<file path="src/rtl/lif_pkg.sv">
// Shared types and helpers for the leaky integrate-and-fire neuron family.
// Contents: neuron state enum, default parameter constants and a signed to
// unsigned saturating clamp.
package lif_pkg;

    localparam int unsigned LIF_N_SYN   = 4;
    localparam int unsigned LIF_V_W     = 16;
    localparam int unsigned LIF_W_W     = 12;
    localparam int unsigned LIF_SHIFT_W = 4;
    localparam int unsigned LIF_REF_W   = 4;
    localparam int unsigned LIF_CNT_W   = 8;

    typedef enum logic {
        INTEGRATE = 1'b0,
        REFRACT   = 1'b1
    } lif_state_t;

    // Clamp a signed value into the unsigned range [0, 2^w-1] (w <= 32).
    function automatic logic [31:0] sat_unsigned(input logic signed [63:0] x,
                                                 input int unsigned w);
        logic signed [63:0] lim;
        lim = (64'sd1 <<< w) - 64'sd1;
        if (x < 64'sd0)
            return 32'd0;
        else if (x > lim)
            return lim[31:0];
        else
            return x[31:0];
    endfunction

endpackage

</file>
<file path="src/rtl/lif_neuron_core_leak.sv">
// Shift-based membrane leak: leaked = V - (V >> shift), or V when shift = 0.
// Ports: i_v (potential), i_leak_shift (decay shift), o_leaked (result).
module lif_neuron_core_leak #(
    parameter int unsigned V_W     = 16,
    parameter int unsigned SHIFT_W = 4
) (
    input  logic [V_W-1:0]     i_v,
    input  logic [SHIFT_W-1:0] i_leak_shift,
    output logic [V_W-1:0]     o_leaked
);

    logic [V_W-1:0] w_decay;

    // Shifts at or beyond V_W naturally give zero decay.
    assign w_decay  = i_v >> i_leak_shift;
    // A zero shift would subtract all of V, so it means "no leak" instead.
    assign o_leaked = (i_leak_shift == '0) ? i_v : (i_v - w_decay);

endmodule

</file>
<file path="src/rtl/lif_neuron_core.sv">
// Leaky integrate-and-fire neuron core with signed multi-synapse input,
// saturating potential, registered spike, reset potential and refractory.
// Ports: clk/rst (async active-high), i_step timestep strobe, i_syn spike bits,
// i_weights packed signed weights, i_leak_shift, i_threshold, i_v_reset,
// i_refractory, i_cnt_clr; outputs o_spike, o_refrac, o_v, o_spike_cnt.
module lif_neuron_core
    import lif_pkg::*;
#(
    parameter int unsigned N_SYN   = LIF_N_SYN,
    parameter int unsigned V_W     = LIF_V_W,
    parameter int unsigned W_W     = LIF_W_W,
    parameter int unsigned SHIFT_W = LIF_SHIFT_W,
    parameter int unsigned REF_W   = LIF_REF_W,
    parameter int unsigned CNT_W   = LIF_CNT_W
) (
    input  logic                   clk,
    input  logic                   rst,
    input  logic                   i_step,
    input  logic [N_SYN-1:0]       i_syn,
    input  logic [N_SYN*W_W-1:0]   i_weights,
    input  logic [SHIFT_W-1:0]     i_leak_shift,
    input  logic [V_W-1:0]         i_threshold,
    input  logic [V_W-1:0]         i_v_reset,
    input  logic [REF_W-1:0]       i_refractory,
    input  logic                   i_cnt_clr,
    output logic                   o_spike,
    output logic                   o_refrac,
    output logic [V_W-1:0]         o_v,
    output logic [CNT_W-1:0]       o_spike_cnt
);

    localparam int unsigned SUM_W  = W_W + $clog2(N_SYN) + 1;
    localparam int unsigned CALC_W = V_W + 2;

    lif_state_t              r_state;
    lif_state_t              w_state_nxt;
    logic [V_W-1:0]          r_v;
    logic [REF_W-1:0]        r_ref_cnt;
    logic [CNT_W-1:0]        r_cnt;
    logic                    r_spike;
    logic                    r_refrac;

    logic signed [SUM_W-1:0]  w_syn_sum;
    logic [V_W-1:0]           w_leaked;
    logic signed [CALC_W-1:0] w_v_calc;
    logic [V_W-1:0]           w_v_sat;
    logic                     w_cross;
    logic                     w_fire;
    logic [V_W-1:0]           w_v_nxt;
    logic [REF_W-1:0]         w_ref_nxt;
    logic [CNT_W-1:0]         w_cnt_nxt;

    // Signed sum of the weights of all active synapses.
    always_comb begin
        w_syn_sum = '0;
        for (int i = 0; i < N_SYN; i++) begin
            if (i_syn[i])
                w_syn_sum = w_syn_sum + SUM_W'($signed(i_weights[i*W_W +: W_W]));
        end
    end

    lif_neuron_core_leak #(
        .V_W     (V_W),
        .SHIFT_W (SHIFT_W)
    ) u_leak (
        .i_v          (r_v),
        .i_leak_shift (i_leak_shift),
        .o_leaked     (w_leaked)
    );

    // Two guard bits keep the sum exact before clamping.
    assign w_v_calc = $signed({2'b00, w_leaked}) + CALC_W'(w_syn_sum);
    assign w_v_sat  = V_W'(sat_unsigned(64'(w_v_calc), V_W));
    assign w_cross  = (w_v_sat >= i_threshold);

    // State register.
    always_ff @(posedge clk or posedge rst) begin
        if (rst)
            r_state <= INTEGRATE;
        else
            r_state <= w_state_nxt;
    end

    // Next-state logic.
    always_comb begin
        w_state_nxt = r_state;
        if (i_step) begin
            case (r_state)
                INTEGRATE: if (w_cross && (i_refractory != '0)) w_state_nxt = REFRACT;
                REFRACT:   if (r_ref_cnt <= REF_W'(1))           w_state_nxt = INTEGRATE;
                default:   w_state_nxt = INTEGRATE;
            endcase
        end
    end

    // Output / datapath next values.
    always_comb begin
        w_v_nxt   = r_v;
        w_ref_nxt = r_ref_cnt;
        w_fire    = 1'b0;
        if (i_step) begin
            case (r_state)
                INTEGRATE: begin
                    if (w_cross) begin
                        w_fire    = 1'b1;
                        w_v_nxt   = i_v_reset;
                        w_ref_nxt = i_refractory;
                    end else begin
                        w_v_nxt   = w_v_sat;
                    end
                end
                REFRACT: begin
                    if (r_ref_cnt != '0)
                        w_ref_nxt = r_ref_cnt - REF_W'(1);
                end
                default: w_ref_nxt = '0;
            endcase
        end
        // Clear first, then a same-cycle firing still counts.
        w_cnt_nxt = i_cnt_clr ? '0 : r_cnt;
        if (w_fire && (w_cnt_nxt != '1))
            w_cnt_nxt = w_cnt_nxt + CNT_W'(1);
    end

    // Datapath registers.
    always_ff @(posedge clk or posedge rst) begin
        if (rst) begin
            r_v       <= '0;
            r_ref_cnt <= '0;
            r_cnt     <= '0;
            r_spike   <= 1'b0;
            r_refrac  <= 1'b0;
        end else begin
            r_v       <= w_v_nxt;
            r_ref_cnt <= w_ref_nxt;
            r_cnt     <= w_cnt_nxt;
            r_spike   <= w_fire;
            r_refrac  <= (w_state_nxt == REFRACT);
        end
    end

    assign o_spike     = r_spike;
    assign o_refrac    = r_refrac;
    assign o_v         = r_v;
    assign o_spike_cnt = r_cnt;

endmodule

</file>
<file path="config.mk">
export PLATFORM = sky130hd
export DESIGN_NAME = lif_neuron_core
export DESIGN_NICKNAME = d
export VERILOG_FILES = /design/src/rtl/lif_pkg.sv /design/src/rtl/lif_neuron_core_leak.sv /design/src/rtl/lif_neuron_core.sv
export SDC_FILE = /design/constraint.sdc
export NUM_CORES = 1
export LEC_CHECK = 0
export BUFFER_PORTS_ARGS = -buffer_cell sky130_fd_sc_hd__buf_2
export CORE_MARGIN = 2
export CORE_UTILIZATION = 45
export CTS_CLUSTER_SIZE = 28
export DETAILED_ROUTE_END_ITERATION = 8
export GPL_TIMING_DRIVEN = 0
export PLACE_DENSITY = 0.67
export SLEW_MARGIN = 30
export SYNTH_ARGS = -nofsm -noshare
export SYNTH_HDL_FRONTEND = slang
export SYNTH_SLANG_ARGS = --single-unit
export TNS_END_PERCENT = 1
</file>
<file path="constraint.sdc">
create_clock -name clk -period 14.95 [get_ports clk]
set_input_delay 1.495 -clock clk [delete_from_list [all_inputs] [get_ports clk]]
set_output_delay 1.495 -clock clk [all_outputs]
set_load 0.1 [all_outputs]
</file>
* Yosys cells after proc, flatten, opt, wreduce, memory -nomap -nowiden
Index checks and enable logic that the tools add are counted.
Storage, ports and cells: memory bits (writable) 0, memory bits (read-only) 0, latch bits 0, word-level logic and storage cells 47, bits in registers 30, memories kept 0
Operators by class: shift operators 1, $mul 0, add/subtract/negate cells 7, bitwise logic cells 1, magnitude comparators 4, reduce and logical (&&, ||, !) cells 7, muxes and demuxes 19, eq/ne operators 3, divide/modulo/power cells 0
Operator list (number):
- $mux 16 | 4
- $mux 15 | 4
- $add 15x12->15 | 3
- $add 17x15->18 | 1
- $gt 18x17->1 const B | 1
- $lt 18x1->1 const B | 1
- $ge 16x16->1 | 1
- $mux 8 | 2
- $shr 16x4->16 | 1
- $sub 16x16->16 | 1
- $add 8x1->8 const B | 1
- $mux 4 | 2
- $ne 8x8->1 const B | 1
- $pmux 4 s2 | 1
- $reduce_bool 4->1 | 2
- $mux 1 | 5
- $le 4x1->1 const B | 1
- $logic_not 4->1 | 1
- $sub 4x1->4 const B | 1
- $reduce_and 3->1 | 1
- $logic_and 1x1->1 | 2
- $ne 2x1->1 const B | 1
- $ne 2x2->1 const B | 1
- $pmux 1 s2 | 1
- 2 further kinds | 2

* Longest topological paths before layout
Gate-level depths: netlist of run 1.
depth after elaboration 17, mapped depth 51, mapped depth without buffers 47

* Modules after synthesis
From an unflattened synthesis of run 1, not the netlist that was laid out.
Second synthesis, totals: cell total of the unflattened synthesis 899, area total of the unflattened synthesis 6961.7 µm²
By module, submodules not included:
- lif_neuron_core | area an instance 5491.5 µm², cells each 698, instances 1, sequential area each 750.7 µm²
- lif_neuron_core_leak | area an instance 1470.2 µm², cells each 201, instances 1, sequential area each 0.0 µm²

* Least setup slack after synthesis of run 1
OpenSTA, ideal clock, no wires.
path kind input port to flip-flop, start point input i_syn[0], end point register r_v[13], in the netlist o_v[13], cell stages on the path 47, required time 14.816 ns, slack 3.618 ns, arrival time 11.198 ns, path buffers 4, path through buf_2 > clkbuf_1 > and2_1 > ha_1 > inv_1 > fa_1 > and2b_1 > o21ai_2 > a311o_1 > a2111oi_4 > nor2_1 > xnor2_1 > mux2_2 > ha_1 > nand3_1 > nand2_1 > a41o_1 > o41ai_1 > (+11 left out) > a2bb2oi_1 > o31ai_1 > xor2_1 > nor2_1 > nor2_1 > or2_2 > ha_1 > nand2b_1 > a21o_1 > a21o_1 > a21o_1 > a21o_1 > a2111oi_1 > o21ba_2 > buf_2 > clkbuf_1 > a2bb2oi_1 > o31ai_1
On the way: word-level cells in the longest chain between the ends 13
RTL lines:
- from (decl) | line lif_neuron_core.sv:19 | input logic [N_SYN-1:0] i_syn,
- $mux 15 * | line lif_neuron_core.sv:57 | if (i_syn[i])
- $add 15x12->15 | line lif_neuron_core.sv:58 | w_syn_sum = w_syn_sum + SUM_W'($signed(i_weights[i*W_W +: W_W]));
- $mux 15 * | line lif_neuron_core.sv:57
- $add 15x12->15 | line lif_neuron_core.sv:58
- $mux 15 * | line lif_neuron_core.sv:57
- $add 15x12->15 | line lif_neuron_core.sv:58
- $mux 15 * | line lif_neuron_core.sv:57
- $add 17x15->18 * | line lif_neuron_core.sv:72 | assign w_v_calc = $signed({2'b00, w_leaked}) + CALC_W'(w_syn_sum);
- $gt 18x17->1 | line lif_pkg.sv:25 | else if (x > lim)
- $mux 16 | line lif_pkg.sv:25
- $mux 16 * | line lif_pkg.sv:23 | if (x < 64'sd0)
- $ge 16x16->1 | line lif_neuron_core.sv:74 | assign w_cross = (w_v_sat >= i_threshold);
- $mux 16 * | line lif_neuron_core.sv:104 | if (w_cross) begin
- to (signal assigned) | line lif_neuron_core.sv:134 | r_v <= w_v_nxt;
- to (decl) | line lif_neuron_core.sv:37 | logic [V_W-1:0] r_v;
Every way passes the cells marked *; elsewhere a longest branch is shown, timed or not. A chain may end at the register's enable or synchronous reset.

* Worst setup path after layout of run 1
start point input i_syn[0], end point register r_v[10], in the netlist o_v[10]
The elaborated chain is that of the path after synthesis.

==> results of run 1 <==
-- state kept, by name, summed over array words and instances, names as in the netlist --
register / count
r_ref_cnt: 4
o_v: 16
o_refrac: 1
o_spike: 1
o_spike_cnt: 8
-- synthesized netlist by cell type (15+ instances only) --
library cell and number:
nand3_1 15, o21ai_0 35, mux2_2 28, nor2_1 100
nor3_1 16, a2bb2oi_1 15, nor2b_1 20, nand2b_1 15
mux2i_1 31, clkbuf_1 23, xor2_1 19, o31ai_1 22
a21oi_1 66, nand2_1 79, ha_1 91, xnor2_1 40
a21o_1 26, inv_1 54, dfrtp_1 30
-- stage by stage --
step / instances / util [%] / hold slack [ns] / cell area, um^2 / setup WS, ns
finish: 1192 / 52.7 / 0.503 / 7660 / 2.17
global placement: 1184 / 51.6 / 0.500 / 7500 / 2.07
floorplan: 885 / - / 0.514 / 6700 / 3.62
CTS: 1192 / 52.7 / 0.504 / 7660 / 2.24
global route: 1192 / 52.7 / 0.528 / 7660 / 1.22
detailed placement: 1184 / 51.7 / 0.497 / 7510 / 2.02
-- path summary, 6_finish.rpt --
check,endpoint,depth (start not counted),startpoint
worst max-delay path,o_v[10],48,i_syn[0]
min in group asynchronous,o_spike,2,rst
worst min-delay path,o_spike_cnt[5],1,o_spike_cnt[5]
worst max register to register,o_v[10],38,o_v[15]
worst min register to register,o_spike_cnt[5],1,o_spike_cnt[5]
max in group asynchronous,o_v[11],2,rst
-- logic make-up after synthesis --
logic type	count (synthesis)	synth area share (%)
compound gates	253	25.8
xor+xnor	61	8.31
fa+ha+maj	97	18.6
buf+inv	90	5.59
flops	30	11.2
mux	61	10.0
simple gates	293	20.4
-- final cells by class --
class | instances | area share, %
well taps | 184 | 3.01
inverters | 54 | 2.65
clock inverters | 1 | 0.0654
plain buffers | 36 | 2.24
multi-input cells | 765 | 72.9
clock buffers | 7 | 1.86
repair buffers | 115 | 7.52
flip-flops and latches | 30 | 9.80
-- per-layer routing --
metal,global-route usage (%),vias to the layer above,share of wire (%)
met3,2.04,17,4.0
met1,32.3,3067,50
met4,3.62,0,1.4
met5,0,-,0
met2,35.9,128,45
li1,-,3460,-
==> flow_metrics.env, run 1 <==
export IMPL_synth_edf_count=0
export IMPL_timing_worst_setup_path_type="input port to flop"
export IMPL_clock_skew_ns=0.00612
export IMPL_yosys_area_top_type="ha_1"
export IMPL_io_pins=122
export IMPL_finalSetupViolations=0
export IMPL_row_count=44
export IMPL_syn_to_final_growth_pct=14.3
export IMPL_drt_pass1_iterations=5
export IMPL_hold_class="flop to flop"
export IMPL_cts_max_path_buffers=2
export IMPL_ys_async_sr_fraction_pct=100
export IMPL_syn_area_per_cell_um2=7.57
export IMPL_cts_resized=0
export IMPL_min_period_over_period_pct=85.5
export IMPL_grt_max_degree=31
export IMPL_synth_area_um2=6700
export IMPL_dieWidth_um=126
export IMPL_crit_arrival_ns=12.92
export IMPL_drc_errors=0
export IMPL_slowest_stage="a2111oi_1"
export IMPL_cts_buffers=5
export IMPL_die_area_um2=15900
export IMPL_ys_flop_type="dfrtp_1"
export IMPL_crit_buf_inv=6
export IMPL_startpoint_type="input port"
export IMPL_seq_area_um2=751
export IMPL_hpwl_um=14900
export IMPL_cts_clk_slew_worst_paths_ns=0.05
export IMPL_crit_required_ns=15.09
export IMPL_max_slew_margin_rel_pct=55.6
export IMPL_die_h_um=126
export IMPL_ys_ff_latch=30
export IMPL_synth_cells=885
export IMPL_clk_latency_ns=0.27
export IMPL_synthTopCellsByArea="ha_1, dfrtp_1, nor2_1, xnor2_1, a21oi_1"
export IMPL_antenna_found_initial=0
export IMPL_num_vias=6672
export IMPL_n_fill_cell=1474
export IMPL_grt_pass1_vias=6050
export IMPL_drtIter0Drc=399
export IMPL_crit_path_max_incr_delay_ns=0.56
export IMPL_cp_max_fo=10
export IMPL_final_cell_mix="buf_2, nor2_1, ha_1, nand2_1, a21oi_1"
export IMPL_post_cts_setup_buffer_count=0
export IMPL_hold_buffers=0
export IMPL_endpoint_kind="flop"
export IMPL_h_tree_depth=2
export IMPL_wl_per_cell_um=15.1
export IMPL_grt_pass1_wl_um=29400
export IMPL_track_usage_pct=22.0
export IMPL_netlist_area_leader_share_pct=17.0
export IMPL_worst_slew_pin_slew_ns=0.661
export IMPL_drive_gt1_share_pct=17.7
export IMPL_gp_congestion=0.905
export IMPL_mostFrequentLayoutCell="buf_2"
export IMPL_drtAntennaViolNets=0
export IMPL_rsz0062_at_grt="no"
export IMPL_synthDistinctLibCells=74
export IMPL_root_buffer="clkbuf_16"
export IMPL_cts_tree="yes"
export IMPL_maxCapViolCount=0
export IMPL_crit_family="compound AO/OA/AOI/OAI gates"
export IMPL_multi_input_area_um2=5580
export IMPL_overflow=0
export IMPL_finalWirelength_um=18000
export IMPL_io_buffers=115
export IMPL_slew_violations=0
export IMPL_synth_fp_nets=1077
export IMPL_initial_core_util_pct=46.1
export IMPL_diodes=0
export IMPL_fmax_ghz=0.0783
export IMPL_nNetsFinal=1199
export IMPL_outcome="complete, no violations"
export IMPL_yosysSeqAreaShare_pct=11.2
export IMPL_hold_viol=0
export IMPL_clock_sinks=30
export IMPL_ys_warn_count=0
export IMPL_finalSetupTns_ns=0
export IMPL_viasPerCell=5.60
export IMPL_coreArea_um2=14500
export IMPL_r2r_slack_ns=5.82
export IMPL_fin_crit_ns=12.78
Power of run 1 is not shown: default switching activity piles up to over one toggle a cycle in this logic, so the estimate is an artifact.
==> inputs of run 2 (changes only) <==
--- a/config.mk
+++ b/config.mk
@@ -11,9 +11,11 @@
 export CTS_CLUSTER_SIZE = 28
 export DETAILED_ROUTE_END_ITERATION = 8
 export GPL_TIMING_DRIVEN = 0
-export PLACE_DENSITY = 0.67
+export MAX_ROUTING_LAYER = met4
+export PLACE_DENSITY = 0.66
 export SLEW_MARGIN = 30
 export SYNTH_ARGS = -nofsm -noshare
 export SYNTH_HDL_FRONTEND = slang
+export SYNTH_HIERARCHICAL = 1
 export SYNTH_SLANG_ARGS = --single-unit
 export TNS_END_PERCENT = 1
==> run 2 against run 1 <==
Net effect: hold slack better by 0.055 ns; utilization decreased by 0.31 points; clock-buffer cell count stayed put; die area increased by 3.8%; critical path depth stayed put; via count rose by 2.0%; sequential cell count did not move; synthesized cell count increased by 1.6%; first-iteration DRC count down 4.0%; final area grew 3.6%; global-route usage up 1.9 points; critical endpoint is now o_spike_cnt[5].
==> flow_metrics.env, run 2 <==
export IMPL_outcome="complete, no violations"
export IMPL_nNetsFinal=1215
export IMPL_wl_per_cell_um=15.6
export IMPL_hpwl_um=15500
export IMPL_initial_core_util_pct=46.0
export IMPL_finalSetupTns_ns=0
export IMPL_met3_usage_pct=1.62
export IMPL_yosysSeqAreaShare_pct=10.8
export IMPL_synth_cells=899
export IMPL_syn_to_final_growth_pct=13.9
export IMPL_grt_max_degree=31
export IMPL_cts_tree="yes"
export IMPL_grt_pass1_vias=6411
export IMPL_largest_reg_flops=16
export IMPL_grt_pass1_wl_um=31300
export IMPL_crit_required_ns=15.15
export IMPL_gp_congestion=0.907
export IMPL_cts_buffers=5
export IMPL_drtIter0Drc=383
export IMPL_hold_class="flop to flop"
export IMPL_coreArea_um2=15100
export IMPL_syn_area_per_cell_um2=7.74
export IMPL_cts_clk_slew_worst_paths_ns=0.05
export IMPL_synthDistinctLibCells=90
export IMPL_h_tree_depth=2
export IMPL_ys_flop_type="dfrtp_1"
export IMPL_ys_warn_count=6
export IMPL_io_buffers=117
export IMPL_min_path_cells=2
export IMPL_endpoint_kind="flop"
export IMPL_cts_resized=0
export IMPL_crit_arrival_ns=12.16
export IMPL_clock_skew_ns=0.00523
export IMPL_max_slew_margin_rel_pct=50.9
export IMPL_antenna_found_initial=0
export IMPL_dieWidth_um=128
export IMPL_clock_sinks=30
export IMPL_reg2reg_depth=37
export IMPL_drt_pass1_iterations=5
export IMPL_drive_gt1_share_pct=21.3
export IMPL_drc_errors=0
export IMPL_die_h_um=128
export IMPL_overflow=0
export IMPL_clk_latency_ns=0.28
export IMPL_die_area_um2=16500
export IMPL_synth_common_cells="a21oi_1, ha_1, nor2_1"
export IMPL_netlist_area_leader_share_pct=16.4
export IMPL_root_buffer="clkbuf_16"
export IMPL_r2r_slack_ns=6.81
export IMPL_hold_viol=0
export IMPL_cts_max_path_buffers=2
export IMPL_fmax_ghz=0.0837
export IMPL_cp_max_fo=10
export IMPL_post_cts_setup_buffer_count=0
export IMPL_rsz0062_at_grt="no"
export IMPL_final_cell_mix="buf_2, a21oi_1, ha_1, nor2_1, nand2_1"
export IMPL_startpoint_type="input port"
export IMPL_viasPerCell=5.61
export IMPL_num_vias=6804
export IMPL_hold_buffers=0
export IMPL_slew_violations=0
export IMPL_track_usage_pct=23.9
export IMPL_min_period_over_period_pct=80.0
export IMPL_min_from="r_ref_cnt[1]"
export IMPL_r2r_start="o_v[12]"
export IMPL_io_pins=122
export IMPL_slowest_stage="a2111oi_0"
export IMPL_row_count=45
export IMPL_finalSetupViolations=0
export IMPL_maxCapViolCount=0
export IMPL_yosys_area_top_type="ha_1"
export IMPL_finalWirelength_um=18900
export IMPL_drtAntennaViolNets=0
export IMPL_synth_edf_count=0
export IMPL_worst_slew_pin_slew_ns=0.733
export IMPL_timing_worst_setup_path_type="input port to flop"
export IMPL_synth_fp_nets=1091
export IMPL_whs_endpoint="r_ref_cnt[1]"
export IMPL_yosysMostFrequentCell="a21oi_1"
export IMPL_crit_top_cell="a21oi_1"
export IMPL_busiest_layer="met2"
export IMPL_ys_ff_latch=30
export IMPL_fin_crit_ns=11.95
export IMPL_mostFrequentLayoutCell="buf_2"
export IMPL_ys_async_sr_fraction_pct=100
export IMPL_synthTopCellsByArea="ha_1, dfrtp_1, a21oi_1, xnor2_1, nor2_1"
export IMPL_crit_path_max_incr_delay_ns=0.59
export IMPL_r2r_end="o_spike_cnt[5]"
export IMPL_grt_use_met1_pct=34.0
export IMPL_synth_area_um2=6960
export IMPL_grtUsageMet2_pct=37.8
## run 2: cell count changes in the layout (fill, tap and decap cells not counted), sizes merged, moves of 12 or more
cell     delta
a21oi      +28
a2bb2oi    -15
mux2i      -16
nor2       -21
nor2b      +12
o21ai      +18
o22ai      +17
## run 2: area by class of cell
| type | instances | area, um^2 |
|---|---|---|
| well taps | 188 | 235 |
| diodes | 1 | 2.50 |
| fillers | 1521 | 7210 |
| inverters | 55 | 206 |
| repair buffers | 117 | 586 |
| flip-flops and latches | 30 | 751 |
| plain buffers | 33 | 175 |
| clock buffers | 7 | 143 |
| clock inverters | 1 | 5.00 |
| multi-input cells | 781 | 5830 |
## run 2: metal layers
layer  part of all wire (%)  up-vias  routed length [um]
li1                       -     3537                   -
met1                     49     3062                9330
met2                     45      187                8550
met3                    4.4       18                 834
met4                    1.2        0                 222
met5                      0        -                   0
## run 2: logic make-up after synthesis
logic type	Yosys count	synth area share [%]
AND/OR/NAND/NOR	293	21.4
adder cells (fa/ha/maj)	97	18.0
XOR/XNOR	60	8.05
buffers and inverters	88	5.48
multiplexers	46	8.43
flip-flops	30	10.8
AO/OA/AOI/OAI	285	27.9
## run 2: worst max path at each step
stage	startpoint	to	cells after the start
6_report	i_syn[0]	o_spike_cnt[5]	48
3_3_place_gp	i_syn[0]	o_spike_cnt[5]	49
4_1_cts	i_syn[0]	o_spike_cnt[5]	50
5_1_grt	i_syn[0]	r_ref_cnt[3]	51
3_5_place_dp	i_syn[0]	o_spike_cnt[5]	48
2_1_floorplan	i_syn[0]	o_spike_cnt[5]	46
## run 2: stage by stage
step	area (um^2)	util, %	hold slack (ns)	std cells	worst slack [ns]
final	7930	52.4	0.559	1213	3.00
after global routing	7930	52.4	0.611	1212	2.03
after CTS	7930	52.4	0.568	1212	2.99
after detailed placement	7780	51.4	0.557	1204	2.76
after global placement	7780	51.4	0.550	1204	2.83
after floorplan	6960	-	0.518	899	4.29
## run 2: worst max-delay path, delay by kind of cell
family | cells | cell delay (ns)
simple gates | 12 | 2.63
compound gates | 21 | 3.93
fa+ha+maj | 5 | 1.61
xor+xnor | 4 | 1.23
mux | 1 | 0.21
buf+inv | 5 | 1.06
Power of run 2 is left out for the same reason.
==> inputs of run 3 (changes only) <==
--- a/config.mk
+++ b/config.mk
@@ -5,6 +5,7 @@
 export SDC_FILE = /design/constraint.sdc
 export NUM_CORES = 1
 export LEC_CHECK = 0
+export ABC_AREA = 1
 export BUFFER_PORTS_ARGS = -buffer_cell sky130_fd_sc_hd__buf_2
 export CORE_MARGIN = 2
 export CORE_UTILIZATION = 45
@@ -12,7 +13,7 @@
 export DETAILED_ROUTE_END_ITERATION = 8
 export GPL_TIMING_DRIVEN = 0
 export MAX_ROUTING_LAYER = met4
-export PLACE_DENSITY = 0.66
+export PLACE_DENSITY = 0.69
 export SLEW_MARGIN = 30
 export SYNTH_ARGS = -nofsm -noshare
 export SYNTH_HDL_FRONTEND = slang
==> constraint.sdc (replaced) <==
create_clock -name clk -period 10.6 [get_ports clk]
set_input_delay 1.06 -clock clk [delete_from_list [all_inputs] [get_ports clk]]
set_output_delay 1.06 -clock clk [all_outputs]
set_load 0.1 [all_outputs]
==> run 3 against run 2 <==
Net effect: sequential share of layout area down 0.38 points; hold slack better by 0.032 ns; critical endpoint unchanged; largest cell class unchanged; critical path type unchanged; final cell count up 30%; final area up 4.2%; worst setup slack worse by 2.1 ns; sequential cell count unchanged.
==> flow_metrics.env, run 3 <==
export IMPL_reg2reg_depth=41
export IMPL_cts_max_path_buffers=2
export IMPL_ys_ff_latch=30
export IMPL_startpoint_type="input port"
export IMPL_coreArea_um2=15800
export IMPL_n_fill_cell=1678
export IMPL_rsz0062_at_grt="no"
export IMPL_crit_path_max_incr_delay_ns=0.57
export IMPL_netlist_area_leader_share_pct=20.2
export IMPL_hpwl_um=17500
export IMPL_overflow=0
export IMPL_die_area_um2=17100
export IMPL_synth_edf_count=0
export IMPL_row_count=46
export IMPL_grt_pass1_vias=7429
export IMPL_ys_flop_type="dfrtp_1"
export IMPL_final_cell_mix="nand2_1, inv_1, buf_2, nand3_1, o21ai_0"
export IMPL_drt_pass1_iterations=5
export IMPL_synthDistinctLibCells=52
export IMPL_wl_per_cell_um=13.2
export IMPL_gp_congestion=0.950
export IMPL_grt_pass1_wl_um=33900
export IMPL_dieWidth_um=131
export IMPL_synth_fp_nets=1426
export IMPL_fin_crit_ns=9.66
export IMPL_yosys_area_top_type="nand2_1"
export IMPL_worst_slew_pin_slew_ns=0.645
export IMPL_grt_use_met1_pct=31.7
export IMPL_die_h_um=131
export IMPL_hold_buffers=0
export IMPL_ys_async_sr_fraction_pct=100
export IMPL_hold_viol=0
export IMPL_viasPerCell=5.14
export IMPL_syn_to_final_growth_pct=14.2
export IMPL_maxCapViolCount=0
export IMPL_syn_area_per_cell_um2=5.86
export IMPL_drc_errors=0
export IMPL_io_buffers=118
export IMPL_largest_reg_flops=16
export IMPL_min_period_over_period_pct=91.1
export IMPL_synth_area_um2=7240
export IMPL_drtAntennaViolNets=0
export IMPL_endpoint_kind="flop"
export IMPL_yosysSeqAreaShare_pct=10.4
export IMPL_ys_warn_count=6
export IMPL_antenna_found_initial=0
export IMPL_clk_latency_ns=0.27
export IMPL_synthTopCellsByArea="nand2_1, ha_1, inv_1, dfrtp_1, nand3_1"
export IMPL_met3_usage_pct=3.46
export IMPL_yosysMostFrequentCell="nand2_1"
export IMPL_cts_buffers=5
export IMPL_finalSetupTns_ns=0
export IMPL_busiest_layer="met2"
export IMPL_initial_core_util_pct=45.7
export IMPL_crit_top_cell="nand2_1"
export IMPL_io_pins=122
export IMPL_synth_cells=1234
export IMPL_track_usage_pct=25.2
export IMPL_clock_skew_ns=0.00422
export IMPL_cts_clk_slew_worst_paths_ns=0.05
export IMPL_hold_class="flop to flop"
export IMPL_cp_max_fo=10
export IMPL_r2r_end="o_spike_cnt[5]"
export IMPL_slowest_stage="o41ai_1"
export IMPL_nNetsFinal=1551
export IMPL_drtIter0Drc=465
export IMPL_critPathCapture="o_spike_cnt[5]"
export IMPL_max_slew_margin_rel_pct=57.0
export IMPL_grtUsageMet2_pct=43.6
export IMPL_post_cts_setup_buffer_count=0
export IMPL_finalSetupViolations=0
export IMPL_r2r_slack_ns=3.37
export IMPL_crit_start="i_syn[0]"
export IMPL_num_vias=8102
export IMPL_drive_gt1_share_pct=13.1
export IMPL_h_tree_depth=2
export IMPL_crit_arrival_ns=9.82
export IMPL_finalWirelength_um=20800
export IMPL_synth_common_cells="nand2_1, inv_1, nand3_1"
export IMPL_diodes=0
export IMPL_mostFrequentLayoutCell="nand2_1"
export IMPL_root_buffer="clkbuf_16"
export IMPL_slew_violations=0
export IMPL_clock_sinks=30
export IMPL_cts_tree="yes"
export IMPL_fmax_ghz=0.104
export IMPL_crit_required_ns=10.76
export IMPL_grt_max_degree=31
export IMPL_r2r_start="o_v[15]"
export IMPL_outcome="complete, no violations"
export IMPL_cts_resized=0
export IMPL_timing_worst_setup_path_type="input port to flop"
run 3: cells by family (layout without fill, tap and decap cells):
| kind of cell | Yosys count | after routing | share of synthesized area, % |
|---|---|---|---|
| compound gates | 211 | 211 | 16.0 |
| simple gates | 610 | 610 | 36.2 |
| xor+xnor | 53 | 53 | 6.67 |
| mux | 2 | 2 | 0.311 |
| buf+inv | 232 | 357 | 13.3 |
| fa+ha+maj | 96 | 96 | 17.1 |
| flops | 30 | 30 | 10.4 |
run 3: worst min-delay path by stage:
stage,from,end,cells after the start
finish,r_ref_cnt[3],r_ref_cnt[3],2
global route,r_ref_cnt[3],r_ref_cnt[3],2
CTS,r_ref_cnt[3],r_ref_cnt[3],2
detailed placement,r_ref_cnt[3],r_ref_cnt[3],2
global placement,r_ref_cnt[3],r_ref_cnt[3],2
floorplan,r_ref_cnt[3],r_ref_cnt[3],2
run 3: cell type report:
type	count	area (um^2)	share of cell area [%]
Buffer	27	189	2.29
Clock buffer	6	139	1.68
Clock inverter	1	30.0	0.363
Inverter	205	772	9.34
Multi-Input combinational cell	972	5520	66.8
Sequential cell	30	751	9.08
Tap cell	216	270	3.27
Timing Repair Buffer	118	591	7.15
run 3: routing by layer:
layer,part of all wire (%),wire (um)
met5,0,0
met4,1.9,386
met3,5.7,1190
met2,46,9660
met1,46,9540
run 3: worst max-delay path: cells and delay by family:
kind	cells	cell delay (ns)
fa+ha+maj	6	1.87
compound gates	15	3.37
simple gates	20	2.15
xor+xnor	3	0.39
buf+inv	9	0.97
run 3: per-stage QoR:
step           utilization [%]  worst slack, ns  area (um^2)  hold WS (ns)  std cells
6_report                  52.2            0.940         8270         0.591       1575
5_1_grt                   52.2           0.0529         8270         0.626       1575
4_1_cts                   52.2             1.05         8270         0.597       1575
3_5_place_dp              51.2            0.844         8100         0.585       1568
3_3_place_gp              51.2            0.962         8100         0.572       1568
2_1_floorplan                -             2.17         7240         0.539       1234
Power of run 3 is left out for the same reason.
